==> config.mk <==
export PLATFORM = sky130hd
export DESIGN_NAME = pawn_move_gen
export DESIGN_NICKNAME = d
export VERILOG_FILES = /design/src/rtl/chess_pkg.sv /design/src/rtl/pawn_cand_eval.sv /design/src/rtl/pawn_move_gen.sv
export SDC_FILE = /design/constraint.sdc
export NUM_CORES = 1
export LEC_CHECK = 0
export CAP_MARGIN = 20
export CORE_ASPECT_RATIO = 1.4
export CORE_MARGIN = 10
export CORE_UTILIZATION = 56
export DETAILED_ROUTE_END_ITERATION = 10
export PLACE_DENSITY = 0.95
export SLEW_MARGIN = 20
export SYNTH_ARGS = -nofsm -noshare
export SYNTH_HDL_FRONTEND = slang
export SYNTH_SLANG_ARGS = --single-unit
==> constraint.sdc <==
create_clock -name clk -period 13.3 [get_ports clk]
set_clock_uncertainty 0.05 [all_clocks]
set_input_delay 3.99 -clock clk [delete_from_list [all_inputs] [get_ports clk]]
set_output_delay 3.99 -clock clk [all_outputs]
set_load 0.01 [all_outputs]
==> src/rtl/chess_pkg.sv <==
// chess_pkg: square encoding, side colors and move-kind codes shared by the pawn move generator.
`default_nettype none
package chess_pkg;

  typedef struct packed {
    logic king;   // bit2
    logic color;  // bit1, black=1
    logic occ;    // bit0
  } square_t;

  localparam logic WHITE = 1'b0;
  localparam logic BLACK = 1'b1;

  typedef enum logic [1:0] {
    KIND_PUSH    = 2'd0,
    KIND_DOUBLE  = 2'd1,
    KIND_CAPTURE = 2'd2,
    KIND_EP      = 2'd3
  } mv_kind_e;

endpackage
`default_nettype wire

==> src/rtl/pawn_cand_eval.sv <==
// pawn_cand_eval: legality and target square of one pawn candidate move (combinational).
// En-passant candidates exist only when PAWN_EN_PASSANT_EN is defined.
`default_nettype none
module pawn_cand_eval
  import chess_pkg::*;
#(
  parameter int BOARD_N = 8,
  localparam int CW = $clog2(BOARD_N)
) (
  input  logic [2:0]                            cand,
  input  logic [CW-1:0]                         row,
  input  logic [CW-1:0]                         col,
  input  logic                                  color,
  input  square_t [BOARD_N-1:0][BOARD_N-1:0]    board,
  input  logic                                  ep_valid,
  input  logic [CW-1:0]                         ep_col,
  output logic                                  legal,
  output logic [CW-1:0]                         tgt_row,
  output logic [CW-1:0]                         tgt_col,
  output mv_kind_e                              kind,
  output logic                                  promo,
  output logic                                  check
);

  int            fr_i, f2_i;
  logic          fwd_on, f2_on, has_left, has_right, start_row;
  logic [CW-1:0] fr, f2, cl, cr, last_row;
  square_t       sq_fwd, sq_f2, sq_dl, sq_dr;
  logic          push_ok, dbl_ok, dl_ok, dr_ok, epl_ok, epr_ok;

  always_comb begin
    fr_i = (color == BLACK) ? int'(row) + 1 : int'(row) - 1;
    f2_i = (color == BLACK) ? int'(row) + 2 : int'(row) - 2;
  end

  // Off-board indices are computed but never qualify a move, so nothing wraps.
  assign fwd_on    = (fr_i >= 0) && (fr_i < BOARD_N);
  assign f2_on     = (f2_i >= 0) && (f2_i < BOARD_N);
  assign fr        = CW'(fr_i);
  assign f2        = CW'(f2_i);
  assign cl        = col - CW'(1);
  assign cr        = col + CW'(1);
  assign has_left  = (col != '0);
  assign has_right = (int'(col) < BOARD_N - 1);
  assign start_row = (color == BLACK) ? (int'(row) == 1) : (int'(row) == BOARD_N - 2);
  assign last_row  = (color == BLACK) ? CW'(BOARD_N - 1) : '0;

  assign sq_fwd = board[fr][col];
  assign sq_f2  = board[f2][col];
  assign sq_dl  = board[fr][cl];
  assign sq_dr  = board[fr][cr];

  assign push_ok = fwd_on && !sq_fwd.occ;
  assign dbl_ok  = start_row && push_ok && f2_on && !sq_f2.occ;
  assign dl_ok   = has_left  && fwd_on && sq_dl.occ && (sq_dl.color != color);
  assign dr_ok   = has_right && fwd_on && sq_dr.occ && (sq_dr.color != color);

`ifdef PAWN_EN_PASSANT_EN
  square_t sq_al, sq_ar;
  logic    ep_row_ok;
  assign sq_al     = board[row][cl];
  assign sq_ar     = board[row][cr];
  assign ep_row_ok = (int'(row) == ((color == BLACK) ? BOARD_N - 4 : 3));
  assign epl_ok = ep_valid && has_left && (ep_col == cl) && ep_row_ok && fwd_on &&
                  !sq_dl.occ && sq_al.occ && (sq_al.color != color);
  assign epr_ok = ep_valid && has_right && (ep_col == cr) && ep_row_ok && fwd_on &&
                  !sq_dr.occ && sq_ar.occ && (sq_ar.color != color);
`else
  logic unused_ep;
  assign unused_ep = ^{ep_valid, ep_col};
  assign epl_ok    = 1'b0;
  assign epr_ok    = 1'b0;
`endif

  always_comb begin
    legal   = 1'b0;
    tgt_row = fr;
    tgt_col = col;
    kind    = KIND_PUSH;
    check   = 1'b0;
    case (cand)
      3'd0: legal = push_ok;
      3'd1: begin legal = dbl_ok; tgt_row = f2; kind = KIND_DOUBLE; end
      3'd2: begin legal = dl_ok; tgt_col = cl; kind = KIND_CAPTURE; check = sq_dl.king; end
      3'd3: begin legal = dr_ok; tgt_col = cr; kind = KIND_CAPTURE; check = sq_dr.king; end
      3'd4: begin legal = epl_ok; tgt_col = cl; kind = KIND_EP; end
      3'd5: begin legal = epr_ok; tgt_col = cr; kind = KIND_EP; end
      default: legal = 1'b0;
    endcase
    promo = (tgt_row == last_row);
  end

endmodule
`default_nettype wire

==> src/rtl/pawn_move_gen.sv <==
// pawn_move_gen: streams the legal moves of one pawn, one candidate per SCAN cycle.
// Define PAWN_EN_PASSANT_EN to add the two en-passant candidates.
`default_nettype none
module pawn_move_gen
  import chess_pkg::*;
#(
  parameter int BOARD_N = 8,
  localparam int CW = $clog2(BOARD_N)
) (
  input  logic                                  clk,
  input  logic                                  reset,
  input  logic                                  req_valid,
  output logic                                  req_ready,
  input  logic [CW-1:0]                         req_row,
  input  logic [CW-1:0]                         req_col,
  input  logic                                  req_color,
  input  square_t [BOARD_N-1:0][BOARD_N-1:0]    board,
  input  logic                                  ep_valid,
  input  logic [CW-1:0]                         ep_col,
  output logic                                  mv_valid,
  input  logic                                  mv_ready,
  output logic [CW-1:0]                         mv_row,
  output logic [CW-1:0]                         mv_col,
  output logic [1:0]                            mv_kind,
  output logic                                  mv_promo,
  output logic                                  mv_check,
  output logic                                  done,
  output logic [2:0]                            done_count
);

  typedef enum logic [1:0] {S_IDLE, S_SCAN, S_EMIT, S_DONE} state_e;

`ifdef PAWN_EN_PASSANT_EN
  localparam logic [2:0] CAND_LAST = 3'd5;
`else
  localparam logic [2:0] CAND_LAST = 3'd3;
`endif

  state_e                             state;
  logic [2:0]                         cand, count;
  logic [CW-1:0]                      lat_row, lat_col, lat_ep_col;
  logic                               lat_color, lat_ep_valid;
  square_t [BOARD_N-1:0][BOARD_N-1:0] lat_board;

  logic          ev_legal, ev_promo, ev_check;
  logic [CW-1:0] ev_row, ev_col;
  mv_kind_e      ev_kind;

  pawn_cand_eval #(.BOARD_N(BOARD_N)) u_eval (
    .cand     (cand),
    .row      (lat_row),
    .col      (lat_col),
    .color    (lat_color),
    .board    (lat_board),
    .ep_valid (lat_ep_valid),
    .ep_col   (lat_ep_col),
    .legal    (ev_legal),
    .tgt_row  (ev_row),
    .tgt_col  (ev_col),
    .kind     (ev_kind),
    .promo    (ev_promo),
    .check    (ev_check)
  );

  assign req_ready = (state == S_IDLE);

  always_ff @(posedge clk) begin
    if (reset) begin
      state      <= S_IDLE;
      cand       <= '0;
      count      <= '0;
      mv_valid   <= 1'b0;
      mv_row     <= '0;
      mv_col     <= '0;
      mv_kind    <= '0;
      mv_promo   <= 1'b0;
      mv_check   <= 1'b0;
      done       <= 1'b0;
      done_count <= '0;
    end else begin
      done <= 1'b0;
      case (state)
        S_IDLE: if (req_valid) begin
          lat_row      <= req_row;
          lat_col      <= req_col;
          lat_color    <= req_color;
          lat_board    <= board;
          lat_ep_valid <= ep_valid;
          lat_ep_col   <= ep_col;
          cand         <= '0;
          count        <= '0;
          state        <= S_SCAN;
        end
        S_SCAN: begin
          if (ev_legal) begin
            mv_valid <= 1'b1;
            mv_row   <= ev_row;
            mv_col   <= ev_col;
            mv_kind  <= ev_kind;
            mv_promo <= ev_promo;
            mv_check <= ev_check;
            state    <= S_EMIT;
          end else if (cand == CAND_LAST) begin
            done       <= 1'b1;
            done_count <= count;
            state      <= S_DONE;
          end else begin
            cand <= cand + 3'd1;
          end
        end
        S_EMIT: if (mv_ready) begin
          mv_valid <= 1'b0;
          count    <= count + 3'd1;
          // Emitting the final candidate goes straight to DONE; there is nothing left to scan.
          if (cand == CAND_LAST) begin
            done       <= 1'b1;
            done_count <= count + 3'd1;
            state      <= S_DONE;
          end else begin
            cand  <= cand + 3'd1;
            state <= S_SCAN;
          end
        end
        S_DONE:  state <= S_IDLE;
        default: state <= S_IDLE;
      endcase
    end
  end

endmodule
`default_nettype wire

==> out/qor.csv <==
metric;value;unit
worst-margin pin slew;1.072;ns
Syn Inst Count;739;
endpoints failing setup;0;
placed instance area;12930;um^2
sequential-to-total area share from yosys stat;0.6090;
# resized after CTS;0;
DRT antenna net count;0;
Mapped Avg Cell Area;14.30;um^2
post-synth top area share;0.5655;
combinational power share;0.288;
Slew headroom;0.2851;
Sw Share;0.3028;
crit end category;flop;
TNS Setup;0;ns
most frequent cells in the layout;218 x clkdlybuf4s50_1, 199 x edfxtp_1, 100 x nand2_1;
Clock transition at path regs;0.06;ns
fin worst setup slack;6.790;ns
Sink Count;222;
worst IR drop on VDD;0.1204;mV
Post-synth ARST share;0;
DRC Markers;0;
WP data arrival;6.60;ns
CP Launch Type;primary input;
CTS max path bufs;3;
sw power;0.0006391;W
flop2flop setup slack;7.84;ns
Synth Register Bits;222;
most common cell after layout, fill and taps aside;clkdlybuf4s50_1;
post-CTS setup buffers;0;
Power per Cell Area;155.0;nW/um^2
fin crit period;6.510;ns
largest net degree at the start of global routing;92;
Starting Density;0.5681;
first-pass GRT wire length;43.61;mm
Syn-to-layout area delta;28.85;%
Leakage;4.802;nW
Int Power;0.001472;W
core area;18600;um^2
H-tree depth;1;
GRT Overall Usage;0.2253;
clk_lat worst skew;0.52;ns
vias in the first global route;7826;
Vias/cell;6.068;
Die Ht;182.5;um
Wirelength per Cell;23.28;um
# port buffers;218;
Yosys Warn Count;0;
WL final;28.29;mm
Yosys cell types;68;
Area contributors post-synth;edfxtp_1 57%, mux4_2 9.0%, mux2i_1 4.6%;
share of total power in the clock network;0.277;
Pre-antenna DRT Iters;5;
RSZ-0062 raised after global routing;no;
fin crit share;0.4894;
max-cap violation count;0;
initial antenna violation count;2;
die area;24840;um^2
HPWL after DPL;20.46;mm
Post-Syn Area;10570;um^2
HP Class;flop to flop;
Vias;7373;
share of layout cells above drive strength 1;0.1105;
TritonCTS clock tree;done;
number of synthesized flops with an enable pin;199;
fmax;153.6;MHz
# rows;59;
final hold viol count;0;
GP Congestion;0.9487;
Placement Setup Slack;6.228;ns
Net Count, Synth;969;
GRT overflow;0;
post-route cell area;13620;um^2
NumNets Final;1183;
kind of critical path;primary input to flop;
Die Wd;136.1;um
initial DRC count;554;
Root Driver;clkbuf_16;
Hold-fix buffers, CTS;0;
Post-synth top flop;edfxtp_1;
Crit Path Max Fanout;88;
count of final max-slew check failures;0;
Reg power frac;0.435;
Min Hold Slack;0.4014;ns
dominant cell type by area after synthesis;edfxtp_1;
Worst EP required;13.39;ns
Num CTS Buffers;22;
Ports;223;
status;finished, final reports clean;
metal layers:
layer / share of wire / wire length, um / global-route usage / vias up
li1: - / - / - / 3312
met1: 0.34 / 9518 / 0.2487 / 3598
met2: 0.55 / 15450 / 0.4065 / 375
met3: 0.080 / 2257 / 0.05250 / 88
met4: 0.038 / 1064 / 0.08672 / 0
met5: 0 / 0 / 0 / -
critical path: stages:
cell	delay, ns
clkdlybuf4s50_1	0.83
inv_1	0.39
and3_4	0.45
buf_4	0.86
flip-flops by register name, indices dropped and copies added, names as in the netlist, 2 cells and up:
signal	cells
cand	3
count	3
done_count	3
lat_board	192
lat_col	3
lat_row	3
mv_col	3
mv_kind	2
mv_row	3
state	2
worst paths after layout:
check                                 from        endpoint  cells past startpoint
worst max-delay path                 reset  lat_board[147]                      4
worst min-delay path             mv_col[2]       mv_col[2]                      2
worst max register to register  lat_row[0]         cand[2]                     14
worst min register to register   mv_col[2]       mv_col[2]                      2
cells by family after synthesis:
family | count (synthesis) | share of synthesized area
and+or+nand+nor | 218 | 0.09567
muxes | 103 | 0.1540
DFF | 222 | 0.6090
adders and majority gates | 23 | 0.02723
xor gates and xnor gates | 13 | 0.01468
AOI/OAI and AO/OA | 102 | 0.07151
buffers and inverters | 58 | 0.02782
per-stage QoR:
step                      utilization  total power, W  cells
final                          0.7320        0.002111   1215
after global routing           0.7320        0.002204   1215
after CTS                      0.7314        0.002117   1212
after detailed placement       0.6949        0.001530   1173
after global placement         0.6949        0.001505   1173
after floorplan                     -        0.001347    739
power groups by stage:
| stage | clock network, W | registers [W] | logic (W) |
|---|---|---|---|
| 2_1_floorplan | 0 | 0.000934 | 0.000412 |
| 3_3_place_gp | 0 | 0.000923 | 0.000582 |
| 3_5_place_dp | 0 | 0.000931 | 0.000599 |
| 4_1_cts | 0.000596 | 0.000918 | 0.000604 |
| 5_1_grt | 0.000624 | 0.000926 | 0.000654 |
| 6_report | 0.000584 | 0.000918 | 0.000609 |
synthesized netlist by cell type (4+ instances only):
cell type	instances
a22oi_1	13
o2111ai_1	5
buf_2	9
nand4_1	11
clkbuf_1	15
nor2b_1	7
dfxtp_1	23
o21ai_0	14
a41oi_1	4
nor3_1	11
a32oi_1	8
a21oi_1	19
a211oi_1	4
ha_1	23
nand2_1	100
nand3_1	28
and3_1	5
buf_4	6
xor2_1	4
mux2_2	7
edfxtp_1	199
nand2b_1	4
xnor2_1	5
mux4_2	42
buf_6	4
nor2_1	31
mux2i_1	49
a31oi_1	6
nor3b_1	7
inv_1	18
layout make-up:
cell class	instances	area, um^2
tap	244	305.3
clock buffer	27	569.3
clock inverter	12	108.9
timing repair buffer	228	2261
sequential	222	6436
antenna	3	7.507
fill	1182	4986
inverter	20	75.07
multi-input combinational	459	3854
(Power assumes the default switching activity.)
==> patch 1, RTL diff (same flow settings) <==
The option `PAWN_EN_PASSANT_EN` is turned on by a define.
--- a/src/rtl/pawn_cand_eval.sv
+++ b/src/rtl/pawn_cand_eval.sv
@@ -3,2 +3,4 @@
 `default_nettype none
+`define PAWN_EN_PASSANT_EN
+
 module pawn_cand_eval
Check against the original RTL: not equivalent (a bounded check fails within 10 cycles, from zero or initial values and one cycle with reset high).
==> patch 1 against the original RTL <==
  * Combinational power rose by 16%
  * Register-to-register slack got worse by 0.28 ns
  * Setup slack improved by 0.52 ns
  * Global-route usage rose by 2.1 points
  * Total power rose by 7.0%
  * Count of clock-buffer cells in the layout fell by 2
  * Clock power rose by 5.5%
  * Via count rose by 17%
  * Final area rose by 12%
  * Wire length rose by 23%
  * First-iteration DRC count rose by 76%
  * Sequential cell count rose by 4
  * Synthesized area rose by 14%
  * Sequential share of layout area fell by 4.1 points
  * Highest routed layer unchanged
==> patch 1: results (changes against the original RTL) <==
metric,value,unit,change
run status,completed,,
port buffer count,222,,+1.8%
GRT Total Usage,24.6,%,+2.1 points
register area share after synthesis,54.3,%,-6.6 points
Hold Crit Endpoint,mv_check,,
"Data arrival, critical path",1.95,ns,-4.65 ns
unique cell type count in the Yosys netlist,73,,+7.4%
switch share,30.5,%,+0.26 points
Reg power frac,41.4,%,-2.1 points
Met3 Routed Length,3550,um,+57%
FF-to-FF End,done_count[1],,
crit path from,state[0],,
DR pass1 iterations,8,,+3
worst vdd ir,0.000131,V,+8.6%
WL final,34700,um,+23%
Worst Setup EP,req_ready,,
"Cell Count, Final, Fillers Out",1313,,+8.1%
Met2 Wirelength,18500,um,+20%
Detailed Place HPWL,24900,um,+22%
Mapped Avg Cell Area,14.5,um2,+1.6%
final setup margin,7.31,ns,+0.516 ns
largest net degree at the start of global routing,204,,+120%
first-pass GRT wire length,53600,um,+23%
WHS,0.410,ns,+0.00841 ns
M1 WL,11300,um,+19%
Detailed Route Iter0 Violations,975,,+76%
number of global-route vias before repair,9059,,+16%
antenna cell count,0,,-3
Via Count,8611,,+17%
-- patch 1: changes by cell type after synthesis, moves of 13 or more --
cell / delta
a211oi_1: +13
a21oi_1: +19
mux4_2: +56
nand2_1: -14
nand3_1: -13
-- patch 1: kinds of logic after synthesis --
group                    share of synthesized area [%]
multiplexers                                      22.6
adder cells (fa/ha/maj)                           2.69
buffers and inverters                             2.96
AND/OR/NAND/NOR                                   8.77
XOR/XNOR                                          1.68
flip-flops                                        54.3
AO/OA/AOI/OAI                                     7.06
-- patch 1: area by class of cell --
type / count / area (um2)
Tap cell: 260 / 325
Inverter: 25 / 93.8
Timing Repair Buffer: 235 / 2330
Fill cell: 1264 / 6000
Multi-Input combinational cell: 528 / 5190
Sequential cell: 226 / 6560
Clock inverter: 14 / 124
Clock buffer: 25 / 583
-- patch 1: worst max-delay path, cell delays in order, from the launching register on --
cell and delay, ns:
dfxtp_1 0.35, inv_1 0.18, ha_1 0.32, clkdlybuf4s50_1 0.60
==> patch 2, RTL diff (config.mk and constraints unchanged) <==
Made on the original files. Encoding of `state_e`: now Gray code (2 bits for 4 states).
--- a/src/rtl/pawn_move_gen.sv
+++ b/src/rtl/pawn_move_gen.sv
@@ -30,3 +30,3 @@
 
-  typedef enum logic [1:0] {S_IDLE, S_SCAN, S_EMIT, S_DONE} state_e;
+  typedef enum logic [1:0] {S_IDLE = 2'b00, S_SCAN = 2'b01, S_EMIT = 2'b11, S_DONE = 2'b10} state_e;
 
Check against the original RTL: same outputs for any inputs over 4 cycles, from zero or initial values and one cycle with reset high; so few cycles prove little.
==> patch 2 against the original RTL <==
  * Sequential cell count unchanged
  * Global-route usage down 0.40 points
  * Die area shrank 3.8%
  * Sequential share of layout area up 1.4 points
  * Synthesized area decreased by 4.4%
  * Final area fell by 2.9%
  * Setup slack improved by 0.093 ns
  * Maximum frequency up 1.4%
  * Wire length down 5.4%
  * Critical path type unchanged
  * Critical endpoint is now lat_board[36]
Power is not compared: it rests on default switching activity, and its combinational part moved more than twofold at a synthesized area within 25%.
==> patch 2: results (changes against the original RTL) <==
metric,value,unit,change
Via Count,6470,,-12%
GRT Total Usage,22.1,%,-0.40 points
synth top area cells,"edfxtp_1 (59%), mux4_2 (13%), dfxtp_1 (4.6%)",,
Detailed Place HPWL,18800,um,-8.0%
antenna cell count,1,,-2
register area share after synthesis,63.7,%,+2.8 points
area of the multi-input gates,3460,um2,-10%
routability cong.,0.861,,-9.3%
inverter count,17,,-15%
number of global-route vias before repair,6898,,-12%
run status,completed,,
slew margin rel.,26.5,%,-2.0 points
crit path max fanout,75,,-15%
R2R depth,13,,-1
hold path start,mv_valid,,
clock-cell share of area,5.32,%,+0.34 points
Multi-In Gates,339,,-26%
"Data arrival, critical path",6.49,ns,-0.11 ns
unique cell type count in the Yosys netlist,58,,-15%
syn_nets,835,,-14%
share of layout cells above drive strength 1,13.4,%,+2.3 points
largest net degree at the start of global routing,76,,-17%
multiplexer area fraction after synthesis,19.7,%,+4.2 points
Data buffer area share,17.0,%,+0.42 points
FF-to-FF End,mv_col[1],,
first-pass GRT wire length,40500,um,-7.1%
Synth Area in Adders,2.35,%,-0.37 points
Worst Setup EP,lat_board[36],,
Fillers,1100,,-6.9%
Hold Crit Endpoint,mv_valid,,
Placed Instances,1045,,-11%
Detailed Route Iter0 Violations,496,,-10%
## patch 2: changes by cell type after synthesis, sizes merged, moves of 6 or more
cell,unedited run,this run
nand4,11,3
mux4,45,61
a21oi,19,12
a32oi,8,0
nand3,29,7
a22oi,13,6
o211ai,0,6
o21ai,16,10
nand2,100,33
## patch 2: stage by stage
stage	setup slack [ns]	area, um2	util (%)	hold slack (ns)
after floorplan	3.74	10100	-	0.398
after global placement	6.46	12500	70.1	0.393
after detailed placement	6.39	12500	70.1	0.410
after CTS	6.90	13200	74.0	0.425
after global routing	6.69	13200	74.0	0.452
final	6.88	13200	74.0	0.418
## patch 2: per-layer routing
layer / wire length, um / share of wire (%) / GRT usage (%)
met5: 13 / 0.049 / 0
met4: 1050 / 3.9 / 9.45
met3: 1930 / 7.2 / 5.47
met2: 14700 / 55 / 40.7
met1: 9030 / 34 / 23.6
